[src/rtl/seq_stage_ctrl.sv]
// rtl/seq_stage_ctrl.sv - multi-cycle stage sequencer for the SEQ Y86-64 datapath (optional SINGLE_STEP_EN)
module seq_stage_ctrl #(
  parameter int                  PC_WIDTH    = 64,
  parameter logic [PC_WIDTH-1:0] RESET_PC    = '0,
  parameter int                  MEM_TIMEOUT = 16
) (
  input  logic                clk,
  input  logic                rst_n,
  input  logic                start,
`ifdef SINGLE_STEP_EN
  input  logic                step,
`endif
  input  logic [3:0]          icode,
  input  logic                instr_valid,
  input  logic                imem_error,
  input  logic [PC_WIDTH-1:0] valC,
  input  logic [PC_WIDTH-1:0] valP,
  input  logic                cnd,
  input  logic [PC_WIDTH-1:0] valM,
  input  logic                dmem_ready,
  input  logic                dmem_error,
  output logic [PC_WIDTH-1:0] pc,
  output logic                fetch_en,
  output logic                decode_en,
  output logic                exec_en,
  output logic                mem_en,
  output logic                wb_en,
  output logic                pc_en,
  output logic [2:0]          stat,
  output logic                busy,
  output logic                halted,
  output logic [31:0]         instr_count
);

  localparam logic [2:0] STAT_AOK = 3'd1;
  localparam logic [2:0] STAT_HLT = 3'd2;
  localparam logic [2:0] STAT_ADR = 3'd3;
  localparam logic [2:0] STAT_INS = 3'd4;

  // Wide enough to hold MEM_TIMEOUT itself, so the limit compare never aliases.
  localparam int WCW = $clog2(MEM_TIMEOUT + 1);
  localparam logic [WCW-1:0] WAIT_LAST = WCW'(MEM_TIMEOUT - 1);

  typedef enum logic [3:0] {
    S_IDLE,
    S_FETCH,
    S_DECODE,
    S_EXECUTE,
    S_MEMORY,
    S_WRITEBACK,
    S_PCUPD,
`ifdef SINGLE_STEP_EN
    S_PAUSE,
`endif
    S_HALT
  } state_t;

  state_t                state_q, state_nxt;
  logic [2:0]            stat_nxt;
  logic [PC_WIDTH-1:0]   pc_nxt;
  logic [3:0]            icode_q;
  logic [PC_WIDTH-1:0]   valc_q;
  logic [PC_WIDTH-1:0]   valp_q;
  logic [PC_WIDTH-1:0]   valm_q;
  logic                  cnd_q;
  logic [WCW-1:0]        wait_cnt;
  logic                  mem_op;

  // Instructions that touch data memory and therefore may see wait states.
  always_comb begin
    mem_op = 1'b0;
    case (icode_q)
      4'h4, 4'h5, 4'h8, 4'h9, 4'hA, 4'hB: mem_op = 1'b1;
      default:                            mem_op = 1'b0;
    endcase
  end

  // Next-state and status selection; status only changes on a HALT transition.
  always_comb begin
    state_nxt = state_q;
    stat_nxt  = stat;
    case (state_q)
      S_IDLE: begin
        if (start) state_nxt = S_FETCH;
      end
      S_FETCH: begin
        if (imem_error) begin
          state_nxt = S_HALT;
          stat_nxt  = STAT_ADR;
        end else if (!instr_valid) begin
          state_nxt = S_HALT;
          stat_nxt  = STAT_INS;
        end else if (icode == 4'h0) begin
          state_nxt = S_HALT;
          stat_nxt  = STAT_HLT;
        end else begin
          state_nxt = S_DECODE;
        end
      end
      S_DECODE:  state_nxt = S_EXECUTE;
      S_EXECUTE: state_nxt = S_MEMORY;
      S_MEMORY: begin
        if (!mem_op) begin
          state_nxt = S_WRITEBACK;
        end else if (dmem_ready) begin
          if (dmem_error) begin
            state_nxt = S_HALT;
            stat_nxt  = STAT_ADR;
          end else begin
            state_nxt = S_WRITEBACK;
          end
        end else if (wait_cnt == WAIT_LAST) begin
          // This is the MEM_TIMEOUT-th cycle without a response.
          state_nxt = S_HALT;
          stat_nxt  = STAT_ADR;
        end
      end
      S_WRITEBACK: state_nxt = S_PCUPD;
`ifdef SINGLE_STEP_EN
      S_PCUPD: state_nxt = S_PAUSE;
      S_PAUSE: begin
        if (step) state_nxt = S_FETCH;
      end
`else
      S_PCUPD: state_nxt = S_FETCH;
`endif
      S_HALT:  state_nxt = S_HALT;
      default: state_nxt = S_IDLE;
    endcase
  end

  // Next-PC select from the latched instruction fields.
  always_comb begin
    pc_nxt = valp_q;
    if (icode_q == 4'h8) begin
      pc_nxt = valc_q;
    end else if (icode_q == 4'h7 && cnd_q) begin
      pc_nxt = valc_q;
    end else if (icode_q == 4'h9) begin
      pc_nxt = valm_q;
    end
  end

  // State register.
  always_ff @(posedge clk) begin
    if (!rst_n) state_q <= S_IDLE;
    else        state_q <= state_nxt;
  end

  // Architectural state: PC, status and retired-instruction count.
  always_ff @(posedge clk) begin
    if (!rst_n) begin
      pc          <= RESET_PC;
      stat        <= STAT_AOK;
      instr_count <= 32'd0;
    end else begin
      stat <= stat_nxt;
      if (state_q == S_PCUPD) begin
        pc          <= pc_nxt;
        instr_count <= instr_count + 32'd1;
      end
    end
  end

  // Capture upstream results at the exit of the stage that produces them.
  always_ff @(posedge clk) begin
    if (!rst_n) begin
      icode_q <= 4'h0;
      valc_q  <= '0;
      valp_q  <= '0;
      valm_q  <= '0;
      cnd_q   <= 1'b0;
    end else begin
      if (state_q == S_FETCH) begin
        icode_q <= icode;
        valc_q  <= valC;
        valp_q  <= valP;
      end
      if (state_q == S_EXECUTE) cnd_q <= cnd;
      if (state_q == S_MEMORY && dmem_ready) valm_q <= valM;
    end
  end

  // Memory wait counter, cleared on the way into MEMORY.
  always_ff @(posedge clk) begin
    if (!rst_n) begin
      wait_cnt <= '0;
    end else if (state_q == S_EXECUTE) begin
      wait_cnt <= '0;
    end else if (state_q == S_MEMORY && !dmem_ready && wait_cnt != WAIT_LAST) begin
      wait_cnt <= wait_cnt + 1'b1;
    end
  end

  // Moore decode of stage enables and status flags.
  assign fetch_en  = (state_q == S_FETCH);
  assign decode_en = (state_q == S_DECODE);
  assign exec_en   = (state_q == S_EXECUTE);
  assign mem_en    = (state_q == S_MEMORY);
  assign wb_en     = (state_q == S_WRITEBACK);
  assign pc_en     = (state_q == S_PCUPD);
  assign busy      = (state_q != S_IDLE) && (state_q != S_HALT);
  assign halted    = (state_q == S_HALT);

endmodule

[config.mk]
export PLATFORM = sky130hd
export DESIGN_NAME = seq_stage_ctrl
export DESIGN_NICKNAME = d
export VERILOG_FILES = /design/src/rtl/seq_stage_ctrl.sv
export SDC_FILE = /design/constraint.sdc
export NUM_CORES = 1
export LEC_CHECK = 0
export ABC_AREA = 0
export CELL_PAD_IN_SITES_DETAIL_PLACEMENT = 2
export CELL_PAD_IN_SITES_GLOBAL_PLACEMENT = 2
export CORE_MARGIN = 2
export CORE_UTILIZATION = 28
export DETAILED_ROUTE_END_ITERATION = 8
export GPL_TIMING_DRIVEN = 0
export PLACE_DENSITY_LB_ADDON = 0.1
export SYNTH_ARGS = -nofsm -noshare
export SYNTH_HDL_FRONTEND = slang
export SYNTH_SLANG_ARGS = --single-unit
export TNS_END_PERCENT = 50
[constraint.sdc]
create_clock -name clk -period 2.1 [get_ports clk]
set_input_delay 0.42 -clock clk [delete_from_list [all_inputs] [get_ports clk]]
set_output_delay 0.42 -clock clk [all_outputs]
set_load 0.01 [all_outputs]
* After elaboration in Yosys (flattened, before gate mapping)
Cells that the tools add are included.
** Operators by class
- Add/sub/neg operators :: 2
- Equal/unequal tests :: 23
- Muxes and demuxes :: 21
- Bitwise logic cells :: 1
- Reductions and logical operators :: 14
** Operators with widths (number)
- two-way mux 64 bit :: 3
- adder 32 x 1 -> 32 bit, second input constant :: 1
- case mux 4 bit (8 select lines) :: 1
- two-way mux 3 bit :: 10
- == test 4 x 3 -> 1 bit, second input constant :: 7
- == test 4 bit, second input constant :: 4
- two-way mux 4 bit :: 4
- inequality test 4 x 3 -> 1 bit, second input constant :: 3
- == test 4 x 2 -> 1 bit, second input constant :: 2
- zero test 4 bit :: 2
- case mux 3 bit (2 select lines) :: 1
- OR reduction 6 bit :: 1
- adder 5 x 1 -> 5 bit, second input constant :: 1
- == test 5 x 4 -> 1 bit, second input constant :: 1
- logical AND 1 bit :: 5
- inequality test 5 x 4 -> 1 bit, second input constant :: 1
- AND reduction 5 bit :: 1
- == test 4 x 1 -> 1 bit, second input constant :: 1
- nonzero test 4 bit :: 1
- inequality test 3 x 2 -> 1 bit, second input constant :: 1
- inequality test 3 bit, second input constant :: 1
- two-way mux 2 bit :: 1
- inequality test 2 x 1 -> 1 bit, second input constant :: 1
- inequality test 2 bit, second input constant :: 1
- other kinds (6) :: 6
** Word-level totals
- Register bits after elaboration :: 305
- Bits of input ports :: 204
- Output and inout bits :: 107
- Word-level logic and storage cells :: 71

* Depth between registers and ports, before layout
Gate-level depths: netlist of the first run.
- Word-level depth :: 5
- Depth in mapped cells :: 8
- Mapped depth without buffers :: 7

* Worst setup path before layout of the first run
OpenSTA, ideal clock, no wires.
- Path type :: flip-flop to flip-flop
- From :: register instr_count[16]
- To :: register instr_count[24]
- Setup time :: 0.070 ns
- Arrival time :: 1.813 ns
- Data required time :: 2.030 ns
- Setup slack :: 0.217 ns
- Cell stages (with the launch flop) :: 6
- Path buffers :: 1
- Period minus slack after synthesis :: 1.883 ns
- Path through :: dfxtp_1 > nand4_2 > or4_4 > buf_6 > or4_1 > a21oi_1
** On the way
- Longest elaborated chain between the ends :: 1
** RTL lines
- from (decl) :: RTL line 32 : output logic [31:0] instr_count
- from (signal assigned) :: RTL line 160 : instr_count <= instr_count + 32'd1;
- adder 32 x 1 -> 32 bit :: RTL line 160
Every way passes these cells.
A chain may end at the register's enable or synchronous reset.

* Worst setup path in the final report of the first run
- From :: register state_q[2]
- To :: output port busy
** On the way
- Longest elaborated chain between the ends :: 2
- Elaborated cells between the ends (all ways) :: 3
- Classes of those cells :: 1 x eq/ne; 2 x reduce/logical
** RTL lines
- from (decl) :: RTL line 58 : state_t state_q, state_nxt;
- from (signal assigned) :: RTL line 147 : else state_q <= state_nxt;
- inequality test 4 x 3 -> 1 bit or nonzero test 4 bit (tied branches) :: RTL line 202 : assign busy = (state_q != S_IDLE) && (state_q != S_HALT);
- logical AND 1 bit * :: RTL line 202
- to (decl) :: RTL line 30 : output logic busy,
Mark *: on every way between the ends. The rest lies on a longest branch, timed or not.

==> results of run 1 <==
## area by class of cell
cell class | instances | area share
Antenna cell | 4 | 0.0005725
Buffer | 112 | 0.03471
Clock buffer | 56 | 0.06462
Clock inverter | 14 | 0.008087
Inverter | 12 | 0.002720
Multi-Input combinational cell | 1105 | 0.3168
Sequential cell | 304 | 0.3487
Tap cell | 546 | 0.03908
Timing Repair Buffer | 325 | 0.1847
## cell usage after synthesis, types with 2 or more instances
library cell / count
nand2_1: 475
dfxtp_1: 304
a21oi_1: 221
o21ai_0: 138
clkbuf_1: 94
a211oi_1: 65
nor2b_1: 64
nor2_1: 18
buf_1: 14
o31ai_1: 14
nand3_1: 12
or4_1: 11
inv_1: 10
xor2_1: 9
nand4_1: 8
or3_1: 8
and3_1: 6
nor4_1: 6
mux2i_1: 5
and2_1: 4
and4_1: 4
buf_2: 4
buf_6: 4
nand2b_1: 4
ha_1: 3
a31oi_1: 2
nand3b_1: 2
nor3_1: 2
or3b_2: 2
or4_2: 2
xnor2_1: 2
## power by group through the flow
stage / clock network, mW / logic (mW) / registers [mW]
after detailed placement: 0 / 2.39 / 6.47
after floorplan: 0 / 1.23 / 6.41
after global routing: 7.12 / 2.75 / 6.40
final: 6.70 / 2.48 / 6.36
after CTS: 6.87 / 2.49 / 6.36
after global placement: 0 / 2.33 / 6.45
## worst paths after layout
path / from / endpoint / slack (ns)
min: valM[55] / valm_q[55]$_SDFFE_PN0P_ / 0.41
max: state_q[2]$_SDFFE_PN0P_ / busy / -0.02
max reg2reg: instr_count[17]$_SDFFE_PN0P_ / instr_count[24]$_SDFFE_PN0P_ / 0.11
min reg2reg: valp_q[1]$_SDFFE_PN0P_ / valp_q[1]$_SDFFE_PN0P_ / 0.45
## logic make-up after synthesis
kind of cell,after synthesis,synth area share
simple gates,635,0.2301
flops,304,0.5037
mux,5,0.004143
buf+inv,130,0.04401
xor+xnor,11,0.007975
fa+ha+maj,3,0.003107
compound gates,451,0.2069
## worst min-delay path, cell delays in order
cell	delay (ns)
clkdlybuf4s50_1	0.40
nand2_1	0.06
a21oi_1	0.05
## layer usage
metal / part of all wire / vias up / track usage
li1: - / 5939 / -
met1: 0.45 / 5952 / 0.2863
met2: 0.48 / 253 / 0.3842
met3: 0.046 / 65 / 0.03812
met4: 0.021 / 2 / 0.07067
met5: 0.00020 / - / 0
## registers in the layout (all words and copies together), names as in the netlist
name and cells:
valm_q 64, cnd_q 1, stat 3, pc 64, icode_q 4, wait_cnt 5
state_q 3, instr_count 32, valp_q 64, valc_q 64
## repair_timing
action | in CTS | in global routing
buffers inserted | 10 | 5
gates resized for setup | 85 | 53
pin swaps | 4 | 4
endpoints found under the setup margin | 287 | 131
## per-stage QoR
stage / setup slack (ns) / instance area, um^2 / setup TNS (ns)
2_1_floorplan: 0.2172 / 12080 / 0
3_3_place_gp: -1.407 / 15870 / -236.19
3_5_place_dp: -1.499 / 15870 / -255.95
4_1_cts: -0.1693 / 17360 / -0.4151
5_1_grt: -0.09525 / 17480 / -0.4847
6_report: -0.01569 / 17480 / -0.01569
==> impl_metrics.ini, run 1 <==
[finish]
final_common_cell = nand2_1
layout-drive-gt1-share = 0.08869
fin_util = 0.4086
fillerInstances = 4859
area_growth_pct = 44.71
layoutNonFillerInstCount = 2478
mostFrequentLayoutCells = nand2_1 (475), clkdlybuf4s50_1 (302), dfxtp_1 (296), a21oi_1 (221), o21ai_0 (138)
regArea_um2 = 6096
multi_input_area_um2 = 5539
nNetsFinal = 2106

[floorplan]
die_h_um = 211.7
core_area_um2 = 42790
io_pins = 311
die_w_um = 211.7
num_rows = 76
dieArea_um2 = 44830
initial_core_util = 0.2823

[timing]
report.final.slew_viol_count = 0
final-hold-violation-count = 0
worst_slew_pin_slew_ns = 0.7638
finalCritPeriodShare = 1.007
whs_ns = 0.4094
worst_slack_ns = -0.01569
relSlewSlack = 0.4861
fmax_mhz = 472.7
setup_violations = 1
grt_setup_unrepaired = yes
finClkSkew_ns = 0.01714
fin_crit_ns = 2.116

[critical_path]
crit_chain = buf_4 > nor3_1 > nor2_1 > dlygate4sd2_1
cp-start-kind = flop
crit_type = reg2out
worst-path-max-fanout = 10
crit_buf_inv = 2
rr_worst_depth = 5
arrival_ns = 1.70
crit_required_ns = 1.68
cpMaxStageDelayCell = dfxtp_1
end_kind = output port
slowest_delay_ns = 0.33
cpLargestDelayFamily = buffers and inverters
cp.depth = 4

[clock_network]
clock-root-buffer = clkbuf_16
cts.clk_slew.worst_paths_ns = 0.06
cts_tree = yes
htree_levels = 2
holdBufCountCts = 0
clk_latency_ns = 0.56
numCtsBuffers = 39
cts.sinks = 304
clockBufferDepth = 3

[logic_synthesis]
ys_ff_latch = 304
synth_area_leaders = dfxtp_1 (50%), nand2_1 (15%), a21oi_1 (9.2%)
synthArstFlopShare = 0
yosysSeqAreaShare = 0.5037
syn-num-nets = 1746
synth_edf_count = 0
synth_area_um2 = 12080
ys_types = 53
synth_top_area_cell = dfxtp_1
syn_avg_cell_area_um2 = 7.850
synth_top_area_frac = 0.5037
syn_inst = 1539
yosys_warnings = 0
synthFlopType = dfxtp_1

[power]
p_int_mw = 11.18
clockPowerShare = 0.431
combPwrFrac = 0.160
p_leak_nw = 6.115
p_per_area_nw_per_um2 = 888.9
seqPwrFrac = 0.409
swShare = 0.2805
peakVddDrop_mv = 0.4750
total_power_mw = 15.54
p_sw_mw = 4.359

[worst_hold_path]
worstHoldPathCells = 3
min_path_type = in2reg

[route]
wl_um = 50860
via_per_inst = 4.928
vias = 12210
dr.first_iter.drc_count = 453
wl_per_cell_um = 20.52
dr.pass1.iters = 7
drc = 0
postRouteAntennaNets = 0

[grt]
antenna_found_initial = 4
grt_max_degree = 16
grt_overflow = 0
grt_pass1_vias = 13240
grt_usage = 0.2241
grt_pass1_wl_um = 76950

[place]
post-dp-hpwl_um = 37020
dpl.cell_count = 2395
io_buffers = 310
routabilityCongestion = 0.7740

[job]
drv_cap = 0

[run_status]
outcome = finished with violations
violations = setup timing
Note: power is estimated with default switching activity, not from simulation.
==> run 2: changes to the inputs <==
--- a/config.mk
+++ b/config.mk
@@ -9,8 +9,9 @@
 export CELL_PAD_IN_SITES_DETAIL_PLACEMENT = 2
 export CELL_PAD_IN_SITES_GLOBAL_PLACEMENT = 2
 export CORE_MARGIN = 2
-export CORE_UTILIZATION = 28
+export CORE_UTILIZATION = 35
 export DETAILED_ROUTE_END_ITERATION = 8
+export DONT_BUFFER_PORTS = 1
 export GPL_TIMING_DRIVEN = 0
 export PLACE_DENSITY_LB_ADDON = 0.1
 export SYNTH_ARGS = -nofsm -noshare
==> impl_metrics.ini, run 2 (synthesis gave the netlist of run 1 again) <==
[run_status]
outcome = finished, final reports clean

[clock_network]
numCtsBuffers = 37
htree_levels = 2
clockBufferDepth = 3
clk_latency_ns = 0.53
holdBufCountCts = 0
cts.sinks = 304
cts.clk_slew.worst_paths_ns = 0.06
clock-root-buffer = clkbuf_16
cts_tree = yes

[timing]
relSlewSlack = 0.3354
worst_slew_pin_slew_ns = 0.9970
fin_crit_ns = 2.052
final-hold-violation-count = 0
finClkSkew_ns = 0.02445
setup-tns-final_ns = 0
fmax_mhz = 487.3
report.final.slew_viol_count = 0
finalCritPeriodShare = 0.9773
setup_violations = 0
grt_setup_unrepaired = yes

[critical_path]
crit_type = reg2out
crit_path_start = state_q[1]$_SDFFE_PN0P_
cp_common_cell = buf_4
cp-start-kind = flop
worstReg2RegStart = icode_q[3]$_SDFFE_PN0P_
crit_chain = buf_4 > inv_1 > nand3b_1 > inv_4 > buf_4
cpMaxStageDelayCell = dfxtp_1
end_kind = output port
rr_worst_depth = 6
worst-path-max-fanout = 10
rr_endpoint = pc[23]$_SDFFE_PN0P_
slowest_delay_ns = 0.30
cpLargestDelayFamily = buffers and inverters
crit_required_ns = 1.68
crit_buf_inv = 4
arrival_ns = 1.63
r2r_slack_ns = 0.09

[floorplan]
die_h_um = 189.8
io_pins = 311
num_rows = 68
dieArea_um2 = 36020
core_area_um2 = 34290
die_w_um = 189.8
initial_core_util = 0.3524

[finish]
layoutNonFillerInstCount = 2068
final_area_um2 = 14190
final_common_cell = nand2_1
mostFrequentLayoutCells = nand2_1 (474), dfxtp_1 (289), a21oi_1 (221), o21ai_0 (137), nor2b_1 (64)
area_growth_pct = 17.47
nNetsFinal = 1792
layout-drive-gt1-share = 0.1081
fillerInstances = 3951

[grt]
grt_max_degree = 13
grt_pass1_wl_um = 68720
antenna_found_initial = 3
grt_pass1_vias = 11910
grt_overflow = 0
grt_usage = 0.2466

[worst_hold_path]
min_path_type = in2reg
min_to = valp_q[47]$_SDFFE_PN0P_
worstHoldStart = valP[47]
worstHoldPathCells = 2

[route]
wl_per_cell_um = 21.84
via_per_inst = 5.378
vias = 11120
postRouteAntennaNets = 0
wl_um = 45170
drc = 0
dr.first_iter.drc_count = 376
dr.pass1.iters = 4

[power]
peakVddDrop_mv = 0.5600
p_per_area_nw_per_um2 = 1048
p_leak_nw = 4.908

[place]
place_area_um2 = 12650
io_buffers = 0
routabilityCongestion = 0.7967
dpl.cell_count = 1994
post-dp-hpwl_um = 32160

[job]
drv_cap = 0
==> run 2: cell count changes in the layout (fill, tap and decap cells not counted), moves of 5 or more <==
cell             before  now
clkbuf_2             31   36
dlygate4sd2_1         5    0
dfxtp_2               8   15
clkdlybuf4s50_1     302    0
dfxtp_1             296  289
buf_1                 5    0
==> run 2: power by group <==
part | total (mW) | switching [mW] | internal [mW]
clock network | 6.57 | 2.54 | 4.03
registers | 6.36 | 0.216 | 6.15
logic | 1.94 | 1.32 | 0.624
==> run 2: how the worst max path moves through the flow <==
| stage | to | depth (start not counted) |
|---|---|---|
| 4_1_cts | mem_en | 3 |
| 3_5_place_dp | valc_q[36]$_SDFFE_PN0P_ | 8 |
| 3_3_place_gp | valc_q[36]$_SDFFE_PN0P_ | 8 |
| 2_1_floorplan | instr_count[24]$_SDFFE_PN0P_ | 5 |
| 6_report | fetch_en | 5 |
| 5_1_grt | instr_count[29]$_SDFFE_PN0P_ | 6 |
==> run 2: cell type report <==
type	count	area [um^2]	share of cell area
Tap cell	455	569.3	0.04011
Antenna cell	3	7.507	0.0005290
Clock inverter	10	131.4	0.009257
Inverter	12	47.55	0.003350
Timing Repair Buffer	9	83.83	0.005907
Sequential cell	304	6105	0.4301
Buffer	116	596.8	0.04205
Clock buffer	54	1112	0.07837
Multi-Input combinational cell	1105	5539	0.3903
==> run 2: what timing repair did <==
item                                    4_1_cts  5_1_grt
setup buffers                                 7        2
endpoints found under the hold margin         0        0
pin swaps                                     1        2
resized for setup                            65       77
endpoints found under the setup margin      273      201
gates cloned                                  0        0
==> run 2: per-layer routing <==
| metal | track usage | routed length (um) |
|---|---|---|
| met1 | 0.2994 | 19250 |
| met2 | 0.4301 | 22020 |
| met3 | 0.07028 | 3046 |
| met4 | 0.06023 | 839 |
| met5 | 0 | 11 |
==> run 2: worst reg2reg max path, cell delays in order (launching register included) <==
cell and delay [ns]:
dfxtp_1 0.42, nor4bb_4 0.37, buf_4 0.24, buf_2 0.28
nor2b_1 0.08, a211oi_1 0.35, o21ai_0 0.14
==> run 2: metrics by stage <==
stage / util / setup WS [ns] / hold WS, ns / power [mW]
2_1_floorplan: - / 0.2172 / 0.4290 / 7.640
3_3_place_gp: 0.3690 / -1.046 / 0.4386 / 8.261
3_5_place_dp: 0.3690 / -1.040 / 0.4473 / 8.343
4_1_cts: 0.4103 / -0.004904 / 0.002274 / 15.03
5_1_grt: 0.4137 / -0.05355 / 0.008686 / 15.55
6_report: 0.4139 / 0.04769 / 0.02132 / 14.88
